==> src/rtl/input_token_buffer_pkg.sv <==
// rtl/input_token_buffer_pkg.sv - keypad command codes and FSM state encoding for input_token_buffer
// Purpose: shared keypad command codes (IC_*) and the token buffer state encoding.
// Ports: none (package).
package input_token_buffer_pkg;

    // Keypad command codes
    localparam int IC_N = 5;
    localparam logic [IC_N-1:0] IC_NONE = 5'd0;
    localparam logic [IC_N-1:0] IC_NUM0 = 5'd1;   // NUM0..NUM9 are 1..10
    localparam logic [IC_N-1:0] IC_NUM9 = 5'd10;
    localparam logic [IC_N-1:0] IC_NUMA = 5'd11;  // NUMA..NUMF are 11..16
    localparam logic [IC_N-1:0] IC_NUMF = 5'd16;
    localparam logic [IC_N-1:0] IC_OPAD = 5'd17;
    localparam logic [IC_N-1:0] IC_OPSB = 5'd18;
    localparam logic [IC_N-1:0] IC_CTOK = 5'd19;
    localparam logic [IC_N-1:0] IC_BKSP = 5'd20;
    localparam logic [IC_N-1:0] IC_CLR  = 5'd21;

    // Internal state encoding
    typedef enum logic [1:0] {
        S_SRC = 2'd0,
        S_DST = 2'd1,
        S_OUT = 2'd2
    } state_t;

endpackage

==> src/rtl/input_digit_acc.sv <==
// rtl/input_digit_acc.sv - combinational multiply-add of one digit into the operand accumulator
// Purpose: next = acc*radix + d evaluated at DW+5 bits, flagging results that do not fit in DW bits.
// Ports: acc (current value), d (digit 0..15), radix (10 or 16),
//        next (low DW bits of the sum), ovf (sum does not fit in DW bits).
module input_digit_acc #(
    parameter int DW = 16
) (
    input  logic [DW-1:0] acc,
    input  logic [3:0]    d,
    input  logic [4:0]    radix,
    output logic [DW-1:0] next,
    output logic          ovf
);

    // Five guard bits cover the worst case (2^DW-1)*16+15.
    logic [DW+4:0] wide;

    assign wide = ({5'd0, acc} * {{DW{1'b0}}, radix}) + {{(DW+1){1'b0}}, d};
    assign next = wide[DW-1:0];
    assign ovf  = |wide[DW+4:DW];

endmodule

==> src/rtl/input_token_buffer.sv <==
// rtl/input_token_buffer.sv - keypad token buffer assembling SRC/operator/DST results
// Purpose: accumulates keypad digits into two operands and an operator, presenting a
//          result with a valid/ready handshake.
// Ports: Clock, Reset (sync active-low), mode (0 dec / 1 hex), cmd_valid/cmd/cmd_ready
//        (command input), SRC/DST/ALU_OP/out_valid/out_ready (result output),
//        overflow (sticky rejected-digit flag).
module input_token_buffer
    import input_token_buffer_pkg::*;
#(
    parameter int DW     = 16,
    parameter bit HEX_EN = 1'b1
) (
    input  logic            Clock,
    input  logic            Reset,
    input  logic            mode,
    input  logic            cmd_valid,
    input  logic [IC_N-1:0] cmd,
    output logic            cmd_ready,
    output logic [DW-1:0]   SRC,
    output logic [DW-1:0]   DST,
    output logic [IC_N-1:0] ALU_OP,
    output logic            out_valid,
    input  logic            out_ready,
    output logic            overflow
);

    state_t        state;
    logic [DW-1:0] acc;
    logic          hex;
    logic [4:0]    radix;
    logic          is_digit;
    logic [3:0]    digit;
    logic [DW-1:0] acc_next;
    logic          acc_ovf;
    logic [DW-1:0] acc_div;
    logic          accept;

    assign cmd_ready = (state != S_OUT);
    assign accept    = cmd_valid && cmd_ready;
    assign hex       = HEX_EN && mode;
    assign radix     = hex ? 5'd16 : 5'd10;
    assign acc_div   = hex ? (acc >> 4) : (acc / DW'(10));

    // Hex letters only count as digits in hex mode; otherwise they fall through as no-ops.
    always_comb begin
        is_digit = 1'b0;
        digit    = 4'd0;
        if (cmd >= IC_NUM0 && cmd <= IC_NUM9) begin
            is_digit = 1'b1;
            digit    = 4'(cmd - IC_NUM0);
        end else if (cmd >= IC_NUMA && cmd <= IC_NUMF && hex) begin
            is_digit = 1'b1;
            digit    = 4'(cmd - IC_NUM0);
        end
    end

    input_digit_acc #(.DW(DW)) u_digit_acc (
        .acc   (acc),
        .d     (digit),
        .radix (radix),
        .next  (acc_next),
        .ovf   (acc_ovf)
    );

    always_ff @(posedge Clock) begin
        if (!Reset) begin
            state     <= S_SRC;
            acc       <= '0;
            SRC       <= '0;
            DST       <= '0;
            ALU_OP    <= IC_NONE;
            out_valid <= 1'b0;
            overflow  <= 1'b0;
        end else if (state == S_OUT) begin
            if (out_ready) begin
                out_valid <= 1'b0;
                state     <= S_SRC;
            end
        end else if (accept) begin
            if (is_digit) begin
                if (acc_ovf) begin
                    overflow <= 1'b1;
                end else begin
                    acc <= acc_next;
                end
            end else begin
                case (cmd)
                    IC_BKSP: acc <= acc_div;
                    IC_OPAD, IC_OPSB: begin
                        // A second operator while entering DST only corrects the operator.
                        ALU_OP <= cmd;
                        if (state == S_SRC) begin
                            SRC   <= acc;
                            acc   <= '0;
                            state <= S_DST;
                        end
                    end
                    IC_CTOK: begin
                        if (state == S_DST) begin
                            DST <= acc;
                        end else begin
                            SRC    <= acc;
                            DST    <= '0;
                            ALU_OP <= IC_NONE;
                        end
                        acc       <= '0;
                        out_valid <= 1'b1;
                        state     <= S_OUT;
                    end
                    IC_CLR: begin
                        acc      <= '0;
                        overflow <= 1'b0;
                        state    <= S_SRC;
                    end
                    default: ;
                endcase
            end
        end
    end

endmodule

==> config.mk <==
export PLATFORM = sky130hd
export DESIGN_NAME = input_token_buffer
export DESIGN_NICKNAME = d
export VERILOG_FILES = /design/src/rtl/input_token_buffer_pkg.sv /design/src/rtl/input_digit_acc.sv /design/src/rtl/input_token_buffer.sv
export SDC_FILE = /design/constraint.sdc
export NUM_CORES = 1
export LEC_CHECK = 0
export BUFFER_PORTS_ARGS = -buffer_cell sky130_fd_sc_hd__buf_2
export CORE_ASPECT_RATIO = 1.75
export CORE_MARGIN = 8
export CORE_UTILIZATION = 50
export CTS_CLUSTER_SIZE = 28
export DETAILED_ROUTE_END_ITERATION = 8
export PLACE_DENSITY_LB_ADDON = 0.2
export SYNTH_ARGS = -nofsm -noshare
export SYNTH_HDL_FRONTEND = slang
export SYNTH_SLANG_ARGS = --single-unit
==> constraint.sdc <==
create_clock -name Clock -period 18.7 [get_ports Clock]
set_input_delay 1.87 -clock Clock [delete_from_list [all_inputs] [get_ports Clock]]
set_output_delay 1.87 -clock Clock [all_outputs]
set_load 0.05 [all_outputs]
# --- Word level (Yosys, flattened, before mapping) ---
# Cells that the tools add are included.
word_totals:
  ramBits: 0
  register_bits: 57
  mem_count: 0
  latchBits: 0
  romBits: 0
classes:
  multipliers: 1
  n_reduce_logical: 21
  addsub: 2
  n_eq_ne: 16
  muxes: 30
  div: 1
  bitwise_logic: 2
  magnitude_cmp: 4
  n_shift: 0
ops:
  columns: ["op", "n"]
  rows:
  - ["two-way mux 16 bit", 7]
  - ["case mux 16 bit (3 select lines)", 1]
  - ["case mux 16 bit (2 select lines)", 1]
  - ["== test 5 bit, second input constant", 5]
  - ["adder 21 x 4 -> 21 bit", 1]
  - ["multiplier 16 x 5 -> 21 bit", 1]
  - ["divider 16 x 4 -> 16 bit, second input constant", 1]
  - ["AND reduction 5 bit", 3]
  - ["AND reduction 4 bit", 3]
  - ["two-way mux 1 bit", 10]
  - ["two-way mux 2 bit", 5]
  - ["two-way mux 5 bit", 2]
  - ["inequality test 2 bit, second input constant", 5]
  - ["case mux 5 bit (2 select lines)", 1]
  - ["two-way mux 4 bit", 2]
  - ["nonzero test 2 bit", 4]
  - ["nonzero test 4 bit", 2]
  - ["inequality test 3 bit, second input constant", 2]
  - ["case mux 2 bit (3 select lines)", 1]
  - ["AND reduction 6 bit", 1]
  - [">= comparator 5 x 1 -> 1 bit, second input constant", 1]
  - [">= comparator 5 x 4 -> 1 bit, second input constant", 1]
  - ["<= comparator 5 x 4 -> 1 bit, second input constant", 1]
  - ["<= comparator 5 bit, second input constant", 1]
  - ["9 further kinds", 15]

# --- Longest topological paths before layout ---
# Gate-level depths: netlist of the first run.
logic_depth:
  word_depth: 9
  ltp_mapped: 31
  ltp_nobuf: 30

# --- Hierarchy ---
# Synthesis of the first run repeated with hierarchy kept, for this count alone.
unflattened:
  cells_unflattened: 884
  hier_area_um2: 7223.2
by_module_without_submodules:
  columns: ["module", "cells_per_inst", "instances", "area_per_inst_um2"]
  rows:
  - ["input_token_buffer", 550, 1, 4439.3]
  - ["input_digit_acc", 334, 1, 2783.9]

# --- Worst setup path after synthesis of the first run ---
# No wires, ideal clock.
synth_path:
  path_type: "input to register"
  from: "in cmd[0]"
  to: "reg acc[7]"
  setup_slack_ps: 11387
  t_arrival_ps: 7255
  path_stages: 28
  setup_ps: 59
  cell_sequence: "or3_1 o31ai_1 o21a_1 nor2_1 ha_1 ha_1 inv_1 fa_1 inv_1 fa_1 a21o_1 a21oi_1 o21bai_1 a21oi_1 o21bai_1 a21oi_1 o21bai_1 a21oi_1 o21bai_1 a21oi_1 o21ai_0 a211o_1 a21oi_1 a31oi_1 nor2_1 clkbuf_1 clkbuf_1 o211a_1"
synth_via:
  elab_chain_len: 9
  elab_cells_between_ends: 28
  classes_between: "2 x add/sub; 4 x order compare; 7 x eq/ne; 7 x mux; 8 x reduce/logical"
synth_lines:
  columns: ["element", "line_no", "rtl"]
  rows:
  - ["from (decl)", "input_token_buffer.sv:17", "input logic [IC_N-1:0] cmd,"]
  - [">= comparator 5 x 4 -> 1 bit or <= comparator 5 bit (tied branches)", "input_token_buffer.sv:51", "end else if (cmd >= IC_NUMA && cmd <= IC_NUMF && hex) begin"]
  - ["logical AND 1 bit (2 in a row)", "input_token_buffer.sv:51", null]
  - ["two-way mux 4 bit", "input_token_buffer.sv:51", null]
  - ["two-way mux 4 bit", "input_token_buffer.sv:48", "if (cmd >= IC_NUM0 && cmd <= IC_NUM9) begin"]
  - ["adder 21 x 4 -> 21 bit", "input_digit_acc.sv:18", "assign wide = ({5'd0, acc} * {{DW{1'b0}}, radix}) + {{(DW+1){1'b0}}, d};"]
  - ["OR reduction 5 bit", "input_digit_acc.sv:20", "assign ovf = |wide[DW+4:DW];"]
  - ["inequality test 2 bit (no line)", null, null]
  - ["AND reduction 5 bit (no line)", null, null]
  - ["to (signal assigned)", "input_token_buffer.sv:84", "acc <= acc_next;"]
  - ["to (signal assigned)", "input_token_buffer.sv:88", "IC_BKSP: acc <= acc_div;"]
  - ["to (decl)", "input_token_buffer.sv:28", "logic [DW-1:0] acc;"]
# Parallel ways exist; a longest one is shown, timed or not. The select of a mux whose other input is x is not followed.
# A chain may end at the register's enable or synchronous reset.

# --- Worst setup path after layout of the first run ---
layout_path:
  from: "in cmd[0]"
  to: "reg acc[0]"
# Same word-level chain as after synthesis.

==> PnR_summary.wiki, run 1 <==
{| class="wikitable"
! Metric !! Value
|-
| Status || completed
|-
| First-pass iteration count of the detailed router || 5
|-
| Cell family with the largest share of critical-path delay || compound AO/OA/AOI/OAI gates
|-
| Area enclosed by the die boundary || 0.0157 mm^2
|-
| Switching Share || 0.315
|-
| Ranking of synthesized cells by instance count || sky130_fd_sc_hd__nand2_1 (84), sky130_fd_sc_hd__dfxtp_1 (57), sky130_fd_sc_hd__inv_1 (55), sky130_fd_sc_hd__nor2_1 (48), sky130_fd_sc_hd__ha_1 (46)
|-
| Max incr delay on CP || about 0.51 ns
|-
| Number of filler cells placed in the layout || between 1,000 and 1,500
|-
| F_max || around 0.13 GHz
|-
| Final setup skew || approximately 0.0045 ns
|-
| Placeable core area || between 0.01 and 0.015 mm^2
|-
| Worst-case vdd ir drop || a little under 0.00007 V
|-
| Met3 capacity usage during global routing || 0.0280
|-
| Max Cap Viol || 0
|-
| Tightest slew margin relative to the limit || 0.209
|-
| Static Leakage || around 2.9 nW
|-
| Synthesized area || 0.00589 mm^2
|-
| Post-synth cell types || 80
|-
| Placer's final routability congestion estimate || ~0.91
|-
| First-iteration detailed-routing DRC count || about 330
|-
| Busiest layer in global routing || met2
|-
| Number of global-route vias before repair || just under 6,000
|-
| First-pass GRT wire length || 28,200 um
|-
| Via count || 5,855
|-
| Power share of the clock group || 0.420
|-
| CP bufs+invs || 4
|-
| Met2 demand-to-capacity share in global routing || 0.394
|-
| Maximum number of buffers from clock root to sink || 2
|-
| Power share of the sequential group || 0.304
|-
| Worst setup path startpoint || cmd[0]
|-
| Element type at the critical path end || flop
|-
| Buffers inserted during post-CTS setup optimization || 0
|-
| Total of flip-flops plus latches after synthesis || 57
|-
| Kind of critical path || in -> reg
|-
| CTS clk-pin slew, worst paths || 0.05 ns
|-
| Buffer type at the clock tree root || sky130_fd_sc_hd__clkbuf_16
|-
| Initial antenna violation count || 0
|-
| Number of H-tree levels || 3
|-
| Relative area change from synthesis to final layout || 9.81%
|-
| Crit Path Max Fanout || 29
|-
| Share of power burned in combinational logic || 0.276
|-
| Minimum clock period || 7.65 ns
|-
| Number of antenna diodes || 0
|-
| Ys async rst share || 0
|-
| Routed len/inst || 18.2 um
|-
| Post-layout worst setup margin || 11.05 ns
|-
| Worst path arrival time || 7.86 ns
|-
| Met1 usage in global routing || 0.229
|-
| Power per unit of standard cell area || roughly 67 mW/mm^2
|-
| Post-detailed-placement half-perimeter wirelength || 12,800 um
|-
| Fraction of post-synthesis cell area in the top cell type by area || 0.194
|-
| I/O pins || 50
|-
| Most used cell, CP || sky130_fd_sc_hd__a21oi_1
|-
| CTS buffer count || 9
|-
| Pin count of the biggest net entering global routing || 58
|-
| Total of cells resized after clock tree synthesis || 0
|-
| Floorplan die width || 98.1 um
|-
| Worst Tran Pin Value || 1.18 ns
|-
| Internal Dissipation || 0.296 mW
|-
| Overall track demand over capacity in global routing || 0.217
|-
| Synth warn || 0
|-
| Flip-flop cell with the highest count after synthesis || sky130_fd_sc_hd__dfxtp_1
|-
| Final routed DRC violation total || 0
|-
| Post-route clock period utilization || 0.409
|-
| Average cell area after synthesis || 7.65 um^2
|-
| Layout cells sized above 1 || 0.121
|-
| Cell count after synthesis || 770
|-
| Residual antenna-violating net count after detailed routing || 0
|-
| Hold Buf Count CTS || 0
|-
| Flop-to-flop setup slack || around 13 ns
|-
| Rows || 52
|-
| RSZ-0062 raised after global routing || false
|-
| Register area share after synthesis || 0.194
|-
| Setup TNS || 0 ns
|-
| Sum of routed wire length over all layers || 17,000 um
|-
| Launch instance of the worst register-to-register path || acc[11]$_SDFFE_PN0P_
|-
| # clock sinks || 57
|-
| Remaining Overflow, GRT || 0
|-
| Vias per inst || 6.29
|-
| Worst setup slack after placement || 10.77 ns
|-
| Final hold violation count || 0
|-
| Source of the worst hold timing path || SRC[3]$_SDFFE_PN0P_
|-
| Final setup fails || 0
|-
| Clock tree from TritonCTS || done
|-
| Nets || 862
|-
| Port Buffers || 49
|-
| Number of flops mapped to enable cells by yosys || 0
|-
| Worst EP required || 18.91 ns
|-
| Insertion delay of the later-clocked pin in the worst-skew pair || around 0.32 ns
|-
| Initial core utilization || 0.512
|-
| Dominant cell by count in the synthesized netlist || sky130_fd_sc_hd__nand2_1
|-
| Reported net switching power || ~0.14 mW
|-
| Max Transition Viols Final || 0
|-
| Top cell type by total area after synthesis || sky130_fd_sc_hd__dfxtp_1
|-
| Area contributors post-synth || sky130_fd_sc_hd__dfxtp_1 (19%), sky130_fd_sc_hd__ha_1 (9.8%), sky130_fd_sc_hd__nand2_1 (5.4%)
|-
| Startpoint kind of the worst setup timing path || input port
|-
| Hold Crit Class || reg -> reg
|-
| Height of the die || 160 um
|-
| Crit-path slowest cell || sky130_fd_sc_hd__fa_1
|}
## power by group through the flow
stage / sequential (mW) / combinational [mW] / clock [mW]
2_1_floorplan: 0.128 / 0.0983 / 0
3_3_place_gp: 0.133 / 0.112 / 0
3_5_place_dp: 0.133 / 0.116 / 0
4_1_cts: 0.131 / 0.117 / 0.185
5_1_grt: 0.132 / 0.131 / 0.190
6_report: 0.131 / 0.119 / 0.182
## metrics by stage
stage	cell area (um^2)	utilization	total power [mW]	cells	hold WS, ns
after detailed placement	6130	0.532	0.250	915	0.463
final	6470	0.562	0.432	931	0.463
after global placement	6130	0.532	0.246	915	0.451
after floorplan	5940	-	0.227	782	0.466
after CTS	6470	0.562	0.433	931	0.470
after global routing	6470	0.562	0.453	931	0.493
## layout by cell type (no fill, tap or decap), types with 10 or more instances in the layout
cell type,n
sky130_fd_sc_hd__nand3_1,22
sky130_fd_sc_hd__a21oi_1,43
sky130_fd_sc_hd__nor2_1,48
sky130_fd_sc_hd__a211oi_1,10
sky130_fd_sc_hd__nand2_1,84
sky130_fd_sc_hd__inv_1,55
sky130_fd_sc_hd__a21boi_0,30
sky130_fd_sc_hd__o21ai_0,36
sky130_fd_sc_hd__nor3_1,10
sky130_fd_sc_hd__buf_2,49
sky130_fd_sc_hd__conb_1,14
sky130_fd_sc_hd__dfxtp_1,57
sky130_fd_sc_hd__ha_1,46
sky130_fd_sc_hd__o211a_1,13
sky130_fd_sc_hd__xnor2_1,16
sky130_fd_sc_hd__nor2b_1,23
sky130_fd_sc_hd__o211ai_1,13
sky130_fd_sc_hd__fa_1,15
sky130_fd_sc_hd__a22oi_1,24
sky130_fd_sc_hd__nand2b_1,20
sky130_fd_sc_hd__and2_1,12
## path summary, 6_finish.rpt
check	cells after the start	end
min	2	SRC[3]$_SDFFE_PN0P_
min reg2reg	2	SRC[3]$_SDFFE_PN0P_
max reg2reg	17	acc[0]$_SDFFE_PN0P_
max	29	acc[0]$_SDFFE_PN0P_
## sequential cells by signal (all words and copies together), names as in the netlist
name       cells
state          2
DST           16
overflow       1
SRC           16
acc           16
out_valid      1
ALU_OP         5
## layout make-up
cell class / count / area [um^2] / share of cell area
inverter: 56 / 210 / 0.0325
clock inverter: 4 / 73.8 / 0.0114
timing repair buffer: 52 / 268 / 0.0414
tap: 135 / 169 / 0.0261
sequential: 57 / 1140 / 0.176
multi-input combinational: 615 / 4340 / 0.671
clock buffer: 12 / 267 / 0.0412
## cell families (layout without fill, tap and decap cells)
kind of cell / Yosys count / count (layout) / share of synthesized area
AO/OA/AOI/OAI: 254 / 254 / 0.312
buffers and inverters: 110 / 124 / 0.0771
other: 2 / 14 / 0.00127
multiplexers: 5 / 5 / 0.00849
XOR/XNOR: 19 / 19 / 0.0282
AND/OR/NAND/NOR: 262 / 262 / 0.230
flip-flops: 57 / 57 / 0.194
adder cells (fa/ha/maj): 61 / 61 / 0.149
## routing by layer
layer  vias up  part of all wire
met4         0             0.040
li1       2790                 -
met3        58             0.041
met5         -                 0
met1      2809              0.39
met2       198              0.53
## worst reg2reg max path, stage by stage (launching register included)
cell,delay (ns)
sky130_fd_sc_hd__dfxtp_1,0.80
sky130_fd_sc_hd__nor2b_1,0.60
sky130_fd_sc_hd__a221oi_1,0.19
sky130_fd_sc_hd__o21a_1,0.29
sky130_fd_sc_hd__nor3_4,0.35
sky130_fd_sc_hd__a211oi_1,0.15
sky130_fd_sc_hd__a22o_1,0.33
sky130_fd_sc_hd__o21ai_0,0.49
sky130_fd_sc_hd__a21oi_1,0.16
sky130_fd_sc_hd__a221oi_2,0.39
sky130_fd_sc_hd__o21ai_0,0.29
sky130_fd_sc_hd__a32oi_1,0.28
sky130_fd_sc_hd__o31a_1,0.38
sky130_fd_sc_hd__nor3b_1,0.28
sky130_fd_sc_hd__a211oi_1,0.09
sky130_fd_sc_hd__o311ai_1,0.56
sky130_fd_sc_hd__a2111oi_2,0.20
sky130_fd_sc_hd__o221a_1,0.26
(Power assumes the default switching activity.)
==> run 2: changes to the inputs <==
Clock period 18.7 ns to 6.6 ns, I/O delays scaled along.
==> run 2 against run 1 <==
Net effect:
- combinational power rose to 2.9 times the previous value
- via count is 0.29% lower
- die area did not move
- sequential cell count did not move
- sequential power rose to 2.8 times the previous value
- clock skew grew 0.0032 ns
- cell area up 0.93%
==> PnR_summary.wiki, run 2 (synthesized netlist as in run 1, its figures left out) <==
{| class="wikitable"
! Metric !! Value
|-
| Most common cell after layout, fill and taps aside || sky130_fd_sc_hd__nand2_1
|-
| Number of global-route vias before repair || 5,795 (-1.6%)
|-
| Worst-case vdd ir drop || 0.000225 V (+230%)
|-
| Max Transition Viols Final || 0 (unchanged)
|-
| First-pass GRT wire length || 28,400 um (+0.86%)
|-
| Remaining Overflow, GRT || 0 (unchanged)
|-
| Met2 demand-to-capacity share in global routing || 0.404 (+0.00971)
|-
| I/O pins || 50 (unchanged)
|-
| Number of H-tree levels || 3 (unchanged)
|-
| Buffer type at the clock tree root || sky130_fd_sc_hd__clkbuf_16
|-
| Number of filler cells placed in the layout || 1,075 (-0.37%)
|-
| Met3 capacity usage during global routing || 0.0350 (+0.00701)
|-
| Rows || 52 (unchanged)
|-
| Port Buffers || 49 (unchanged)
|-
| Element type at the critical path end || flop
|-
| Placeable core area || 0.0115 mm^2 (unchanged)
|-
| Flop-to-flop setup slack || 0.63 ns (-11.88 ns)
|-
| Sequential cell area || 0.00114 mm^2 (unchanged)
|-
| Minimum clock period || 6.09 ns
|-
| Area enclosed by the die boundary || 0.0157 mm^2 (unchanged)
|-
| CTS buffer count || 9 (unchanged)
|-
| Final hold violation count || 0 (unchanged)
|-
| Hold Buf Count CTS || 0 (unchanged)
|-
| Via count || 5,838 (-0.29%)
|-
| Clock tree from TritonCTS || done
|-
| Kind of critical path || in -> reg
|-
| Tightest slew margin relative to the limit || 0.186 (-0.0231)
|-
| Max Cap Viol || 0 (unchanged)
|-
| Initial core utilization || 0.512 (unchanged)
|-
| Post-route clock period utilization || 0.923
|-
| Setup TNS || 0 ns (unchanged)
|-
| Post-detailed-placement half-perimeter wirelength || 13,200 um (+3.0%)
|-
| Nets || 870 (+0.93%)
|-
| Static Leakage || 2.89 nW (+0.99%)
|-
| Registers with the most flip-flops || DST: 16 flops, SRC: 16 flops, acc: 16 flops
|-
| Routed len/inst || 18.4 um (+1.0%)
|-
| Worst path arrival time || 6.30 ns (-1.56 ns)
|-
| Final setup skew || 0.00769 ns (+0.00317 ns)
|-
| Post-route worst hold slack || 0.463 ns (-0.000384 ns)
|-
| First-iteration detailed-routing DRC count || 358 (+8.8%)
|-
| F_max || 0.164 GHz
|-
| Crit Path Max Fanout || 29 (unchanged)
|-
| Commonest non-fill, non-tap cells in the layout || sky130_fd_sc_hd__nand2_1 (84), sky130_fd_sc_hd__dfxtp_1 (57), sky130_fd_sc_hd__inv_1 (55), sky130_fd_sc_hd__buf_2 (49), sky130_fd_sc_hd__nor2_1 (48)
|-
| Initial antenna violation count || 0 (unchanged)
|-
| Status || completed
|-
| Final setup fails || 0 (unchanged)
|-
| Overall track demand over capacity in global routing || 0.219 (+0.00180)
|-
| Pin count of the biggest net entering global routing || 58 (unchanged)
|-
| Max incr delay on CP || 0.41 ns (-0.10 ns)
|-
| Placer's final routability congestion estimate || 0.901 (-1.5%)
|-
| Buffers inserted during post-CTS setup optimization || 0 (unchanged)
|-
| Sum of routed wire length over all layers || 17,300 um (+1.9%)
|-
| Vias per inst || 6.22 (-1.1%)
|-
| Maximum number of buffers from clock root to sink || 2 (unchanged)
|-
| Number of antenna diodes || 0 (unchanged)
|-
| Worst EP required || 6.81 ns (-12.10 ns)
|-
| CTS clk-pin slew, worst paths || 0.05 ns (about the same)
|-
| Layout cells sized above 1 || 0.134 (+0.0137)
|-
| Crit-path slowest cell || sky130_fd_sc_hd__fa_1
|-
| Power per unit of standard cell area || 181 mW/mm^2 (+170%)
|-
| Multi-input gate area in the final layout || 0.00436 mm^2 (+0.46%)
|-
| Most used cell, CP || sky130_fd_sc_hd__ha_1
|-
| Residual antenna-violating net count after detailed routing || 0 (unchanged)
|-
| RSZ-0062 raised after global routing || false
|-
| Relative area change from synthesis to final layout || 10.8%
|-
| First-pass iteration count of the detailed router || 6 (+1)
|-
| Insertion delay of the later-clocked pin in the worst-skew pair || 0.32 ns (about the same)
|-
| Hold Crit Class || reg -> reg
|-
| Busiest layer in global routing || met2
|-
| Height of the die || 160 um (unchanged)
|-
| Startpoint kind of the worst setup timing path || input port
|-
| # clock sinks || 57 (unchanged)
|-
| Final routed DRC violation total || 0 (unchanged)
|-
| Met1 usage in global routing || 0.229 (+0.000499)
|-
| Floorplan die width || 98.1 um (unchanged)
|-
| Worst Tran Pin Value || 1.22 ns (+0.0345 ns)
|}
==> run 2: final cells by class <==
cell class                      instances  share of cell area
Inverter                               56              0.0322
Timing Repair Buffer                   60              0.0521
Multi-Input combinational cell        615               0.668
Clock buffer                           12              0.0393
Tap cell                              135              0.0259
Clock inverter                          4             0.00786
Sequential cell                        57               0.175
==> run 2: path summary, 6_finish.rpt <==
path,startpoint,to,cells past startpoint
max reg2reg,acc[12]$_SDFFE_PN0P_,acc[0]$_SDFFE_PN0P_,17
min reg2reg,SRC[5]$_SDFFE_PN0P_,SRC[5]$_SDFFE_PN0P_,2
max,cmd[0],acc[0]$_SDFFE_PN0P_,30
min,SRC[5]$_SDFFE_PN0P_,SRC[5]$_SDFFE_PN0P_,2
==> run 2: power breakdown <==
part	leakage, nW	total, mW	internal, mW	switching, mW
Sequential	0.460	0.366	0.350	0.0162
Combinational	2.29	0.349	0.132	0.217
Clock	0.149	0.470	0.312	0.158
Total	2.89	1.18	0.794	0.391
==> run 2: through the flow <==
stage,power (mW),cells,setup WS [ns],utilization,area [um^2]
2_1_floorplan,0.642,782,0.497,-,5940
3_3_place_gp,0.704,923,0.236,0.539,6200
3_5_place_dp,0.712,923,0.0184,0.539,6200
4_1_cts,1.18,939,0.346,0.565,6510
5_1_grt,1.24,939,0.0274,0.567,6530
6_report,1.19,939,0.508,0.567,6530
==> run 2: layer usage <==
metal	up-vias	share of wire
li1	2815	-
met1	2796	0.39
met2	181	0.53
met3	46	0.043
met4	0	0.037
met5	-	0
==> run 2: repair_timing <==
item | 4_1_cts | 5_1_grt
endpoints found under the hold margin | 0 | 0
setup endpoints to repair | 0 | 16
resized for setup | 0 | 6
==> run 2: worst max-delay path, delay by kind of cell <==
family	cells	cell delay, ns
and+or+nand+nor	3	0.36
adders and majority gates	6	1.72
buffers and inverters	2	0.35
AOI/OAI and AO/OA	19	3.15
==> run 3: changes to the inputs <==
Clock period 6.6 ns to 5.5 ns, I/O delays scaled along.
==> run 3 against run 2 <==
Net effect:
- the run now ends with setup timing left
- setup slack got worse by 0.58 ns
- die area is the same
- critical path depth rose by 1
- largest cell class unchanged
- first-iteration DRC count up 0.84%
- critical endpoint unchanged
- core utilization increased by 5.4 points
- non-clock buffer count is 54 higher
- cell area grew 9.5%
- total power is 22% higher
- final cell count increased by 5.6%
- clock power rose by 7.2%
- sequential power up 17%
- sequential share of layout area shrank 1.5 points
- critical path type unchanged
==> PnR_summary.wiki, run 3 (synthesized netlist as in run 1, its figures left out) <==
{| class="wikitable"
! Metric !! Value
|-
| CTS clk-pin slew, worst paths || 0.05 ns (about the same)
|-
| Crit-path slowest cell || sky130_fd_sc_hd__fa_1
|-
| Crit Path Max Fanout || 7 (-76%)
|-
| Hold Buf Count CTS || 0 (unchanged)
|-
| Endpoint of the worst setup timing path || acc[0]$_SDFFE_PN0P_
|-
| Pin count of the biggest net entering global routing || 58 (unchanged)
|-
| Clock tree from TritonCTS || done
|-
| Final setup fails || 12 (+12)
|-
| Most used cell, CP || sky130_fd_sc_hd__a21oi_2
|-
| Layout cells sized above 1 || 0.226 (+0.0920)
|-
| CTS buffer count || 9 (unchanged)
|-
| Floorplan die width || 98.1 um (unchanged)
|-
| Number of antenna diodes || 0 (unchanged)
|-
| Most common cell after layout, fill and taps aside || sky130_fd_sc_hd__nand2_1
|-
| Status || complete, but fails checks
|-
| Placer's final routability congestion estimate || 0.895 (-0.61%)
|-
| Via count || 6,180 (+5.9%)
|-
| Max Cap Viol || 0 (unchanged)
|-
| Minimum clock period || approximately 5.6 ns
|-
| Post-layout worst setup margin || -0.0679 ns (-0.576 ns)
|-
| Remaining Overflow, GRT || 0 (unchanged)
|-
| Area enclosed by the die boundary || 0.0157 mm^2 (unchanged)
|-
| Commonest non-fill, non-tap cells in the layout || sky130_fd_sc_hd__nand2_1 (76), sky130_fd_sc_hd__buf_4 (59), sky130_fd_sc_hd__dfxtp_1 (57), sky130_fd_sc_hd__inv_1 (52)
|-
| First-iteration detailed-routing DRC count || 361 (+0.84%)
|-
| Failing checks || setup timing
|-
| RSZ-0062 raised after global routing || true
|-
| Number of H-tree levels || 3 (unchanged)
|-
| Kind of critical path || in -> reg
|-
| Placeable core area || 0.0115 mm^2 (unchanged)
|-
| Overall track demand over capacity in global routing || 0.230 (+0.0114)
|-
| Final routed DRC violation total || 0 (unchanged)
|-
| Launch instance of the worst register-to-register path || acc[11]$_SDFFE_PN0P_
|-
| Relative area change from synthesis to final layout || 21.3%
|-
| Element type at the critical path end || flop
|-
| Sum of routed wire length over all layers || 18,800 um (+8.8%)
|-
| Number of global-route vias before repair || 6,180 (+6.6%)
|-
| Setup TNS || -0.496 ns (-0.496 ns)
|-
| First-pass GRT wire length || 29,700 um (+4.6%)
|-
| Port Buffers || 49 (unchanged)
|-
| Max incr delay on CP || 0.49 ns (+0.08 ns)
|-
| Max Transition Viols Final || 0 (unchanged)
|-
| Buffer type at the clock tree root || sky130_fd_sc_hd__clkbuf_16
|-
| Nets || 924 (+6.2%)
|-
| Startpoint kind of the worst setup timing path || input port
|-
| I/O pins || 50 (unchanged)
|-
| Non-Filler Instances || 992 (+5.6%)
|-
| Tightest slew margin relative to the limit || 0.294 (+0.108)
|-
| Worst EP required || 5.72 ns (-1.09 ns)
|-
| Post-route worst hold slack || 0.462 ns (-0.000340 ns)
|-
| Insertion delay of the later-clocked pin in the worst-skew pair || 0.33 ns (about the same)
|-
| Post-Place Cell Area || 0.00657 mm^2 (+5.9%)
|-
| Maximum number of buffers from clock root to sink || 2 (unchanged)
|-
| Flop-to-flop setup slack || 0.18 ns (-0.45 ns)
|-
| RR Endpoint || acc[0]$_SDFFE_PN0P_
|-
| Initial antenna violation count || 0 (unchanged)
|-
| Cell Count Post-Placement || 966 (+4.7%)
|-
| Power per unit of standard cell area || 201 mW/mm^2 (+11%)
|-
| Initial core utilization || 0.512 (unchanged)
|-
| Vias per inst || 6.23 (+0.20%)
|-
| Post-detailed-placement half-perimeter wirelength || 13,800 um (+4.8%)
|-
| Worst-case vdd ir drop || 0.000205 V (-9.2%)
|-
| Final standard cell area without fillers || 0.00715 mm^2 (+9.5%)
|-
| Post-route clock period utilization || 1.01
|-
| Routed len/inst || 19.0 um (+3.0%)
|-
| Hold Crit Class || reg -> reg
|-
| Worst Tran Pin Value || 1.05 ns (-0.161 ns)
|-
| Static Leakage || 3.17 nW (+9.5%)
|-
| Residual antenna-violating net count after detailed routing || 0 (unchanged)
|-
| Register-to-Register Path Depth || 18 (+1)
|-
| Rows || 52 (unchanged)
|-
| F_max || 0.180 GHz
|-
| Registers with the most flip-flops || DST: 16 flops, SRC: 16 flops, acc: 16 flops
|-
| Worst path arrival time || 5.79 ns (-0.51 ns)
|-
| # clock sinks || 57 (unchanged)
|-
| Sum of internal, switching and leakage power || 1.44 mW (+22%)
|-
| First-pass iteration count of the detailed router || 7 (+1)
|-
| Height of the die || 160 um (unchanged)
|-
| Worst setup path startpoint || cmd[0]
|-
| Final hold violation count || 0 (unchanged)
|-
| Final setup skew || 0.00432 ns (-0.00337 ns)
|}
## run 3: cell types whose count changed in the layout (fill, tap and decap cells not counted), moves of 4 or more
cell,before,now
sky130_fd_sc_hd__nand2_2,0,7
sky130_fd_sc_hd__a21oi_1,39,35
sky130_fd_sc_hd__a21oi_2,4,8
sky130_fd_sc_hd__ha_4,0,4
sky130_fd_sc_hd__ha_1,46,40
sky130_fd_sc_hd__nand2_1,84,76
sky130_fd_sc_hd__buf_4,10,59
## run 3: report_power, final
group	internal, mW	total, mW	leakage [nW]	switching [mW]
sequential	0.420	0.429	0.460	0.00847
clock	0.312	0.504	0.126	0.192
combinational	0.204	0.507	2.58	0.303
## run 3: what timing repair did
item	in CTS	in global routing
buffers inserted	0	8
gates resized for setup	3	46
gates cloned	0	3
pin swaps	1	31
endpoints found under the setup margin	6	17
## run 3: worst max-delay path: cells and delay by family
kind | cells | cell delay, ns
fa+ha+maj | 5 | 1.45
simple gates | 3 | 0.39
compound gates | 19 | 3.01
buf+inv | 4 | 0.35
## run 3: worst min-delay path by stage
stage	startpoint	endpoint	slack, ns	depth (start not counted)
5_1_grt	SRC[2]$_SDFFE_PN0P_	SRC[2]$_SDFFE_PN0P_	0.49	2
3_5_place_dp	SRC[7]$_SDFFE_PN0P_	SRC[7]$_SDFFE_PN0P_	0.46	2
4_1_cts	SRC[7]$_SDFFE_PN0P_	SRC[7]$_SDFFE_PN0P_	0.46	2
6_report	SRC[7]$_SDFFE_PN0P_	SRC[7]$_SDFFE_PN0P_	0.46	2
3_3_place_gp	SRC[15]$_SDFFE_PN0P_	SRC[15]$_SDFFE_PN0P_	0.45	2
2_1_floorplan	state[0]$_SDFFE_PN0P_	state[1]$_SDFFE_PN0P_	0.47	1
## run 3: area by class of cell
class	instances	area, um^2
timing repair buffer	114	831
clock inverter	5	32.5
sequential	57	1140
multi-input combinational	615	4530
fill	1021	4370
inverter	56	210
tap	135	169
clock buffer	10	239
## run 3: stage by stage
step	worst slack, ns	util
6_report	-0.0679	0.621
5_1_grt	-0.313	0.621
4_1_cts	0.0108	0.595
3_5_place_dp	-0.423	0.570
3_3_place_gp	-0.148	0.570
2_1_floorplan	0.00428	-
## run 3: routing by layer
metal / wire (um) / GRT usage / up-vias
met5: 0 / 0 / -
met4: 941 / 0.139 / 0
met3: 876 / 0.0385 / 61
met2: 10100 / 0.436 / 231
met1: 6910 / 0.224 / 2966
li1: - / - / 2922
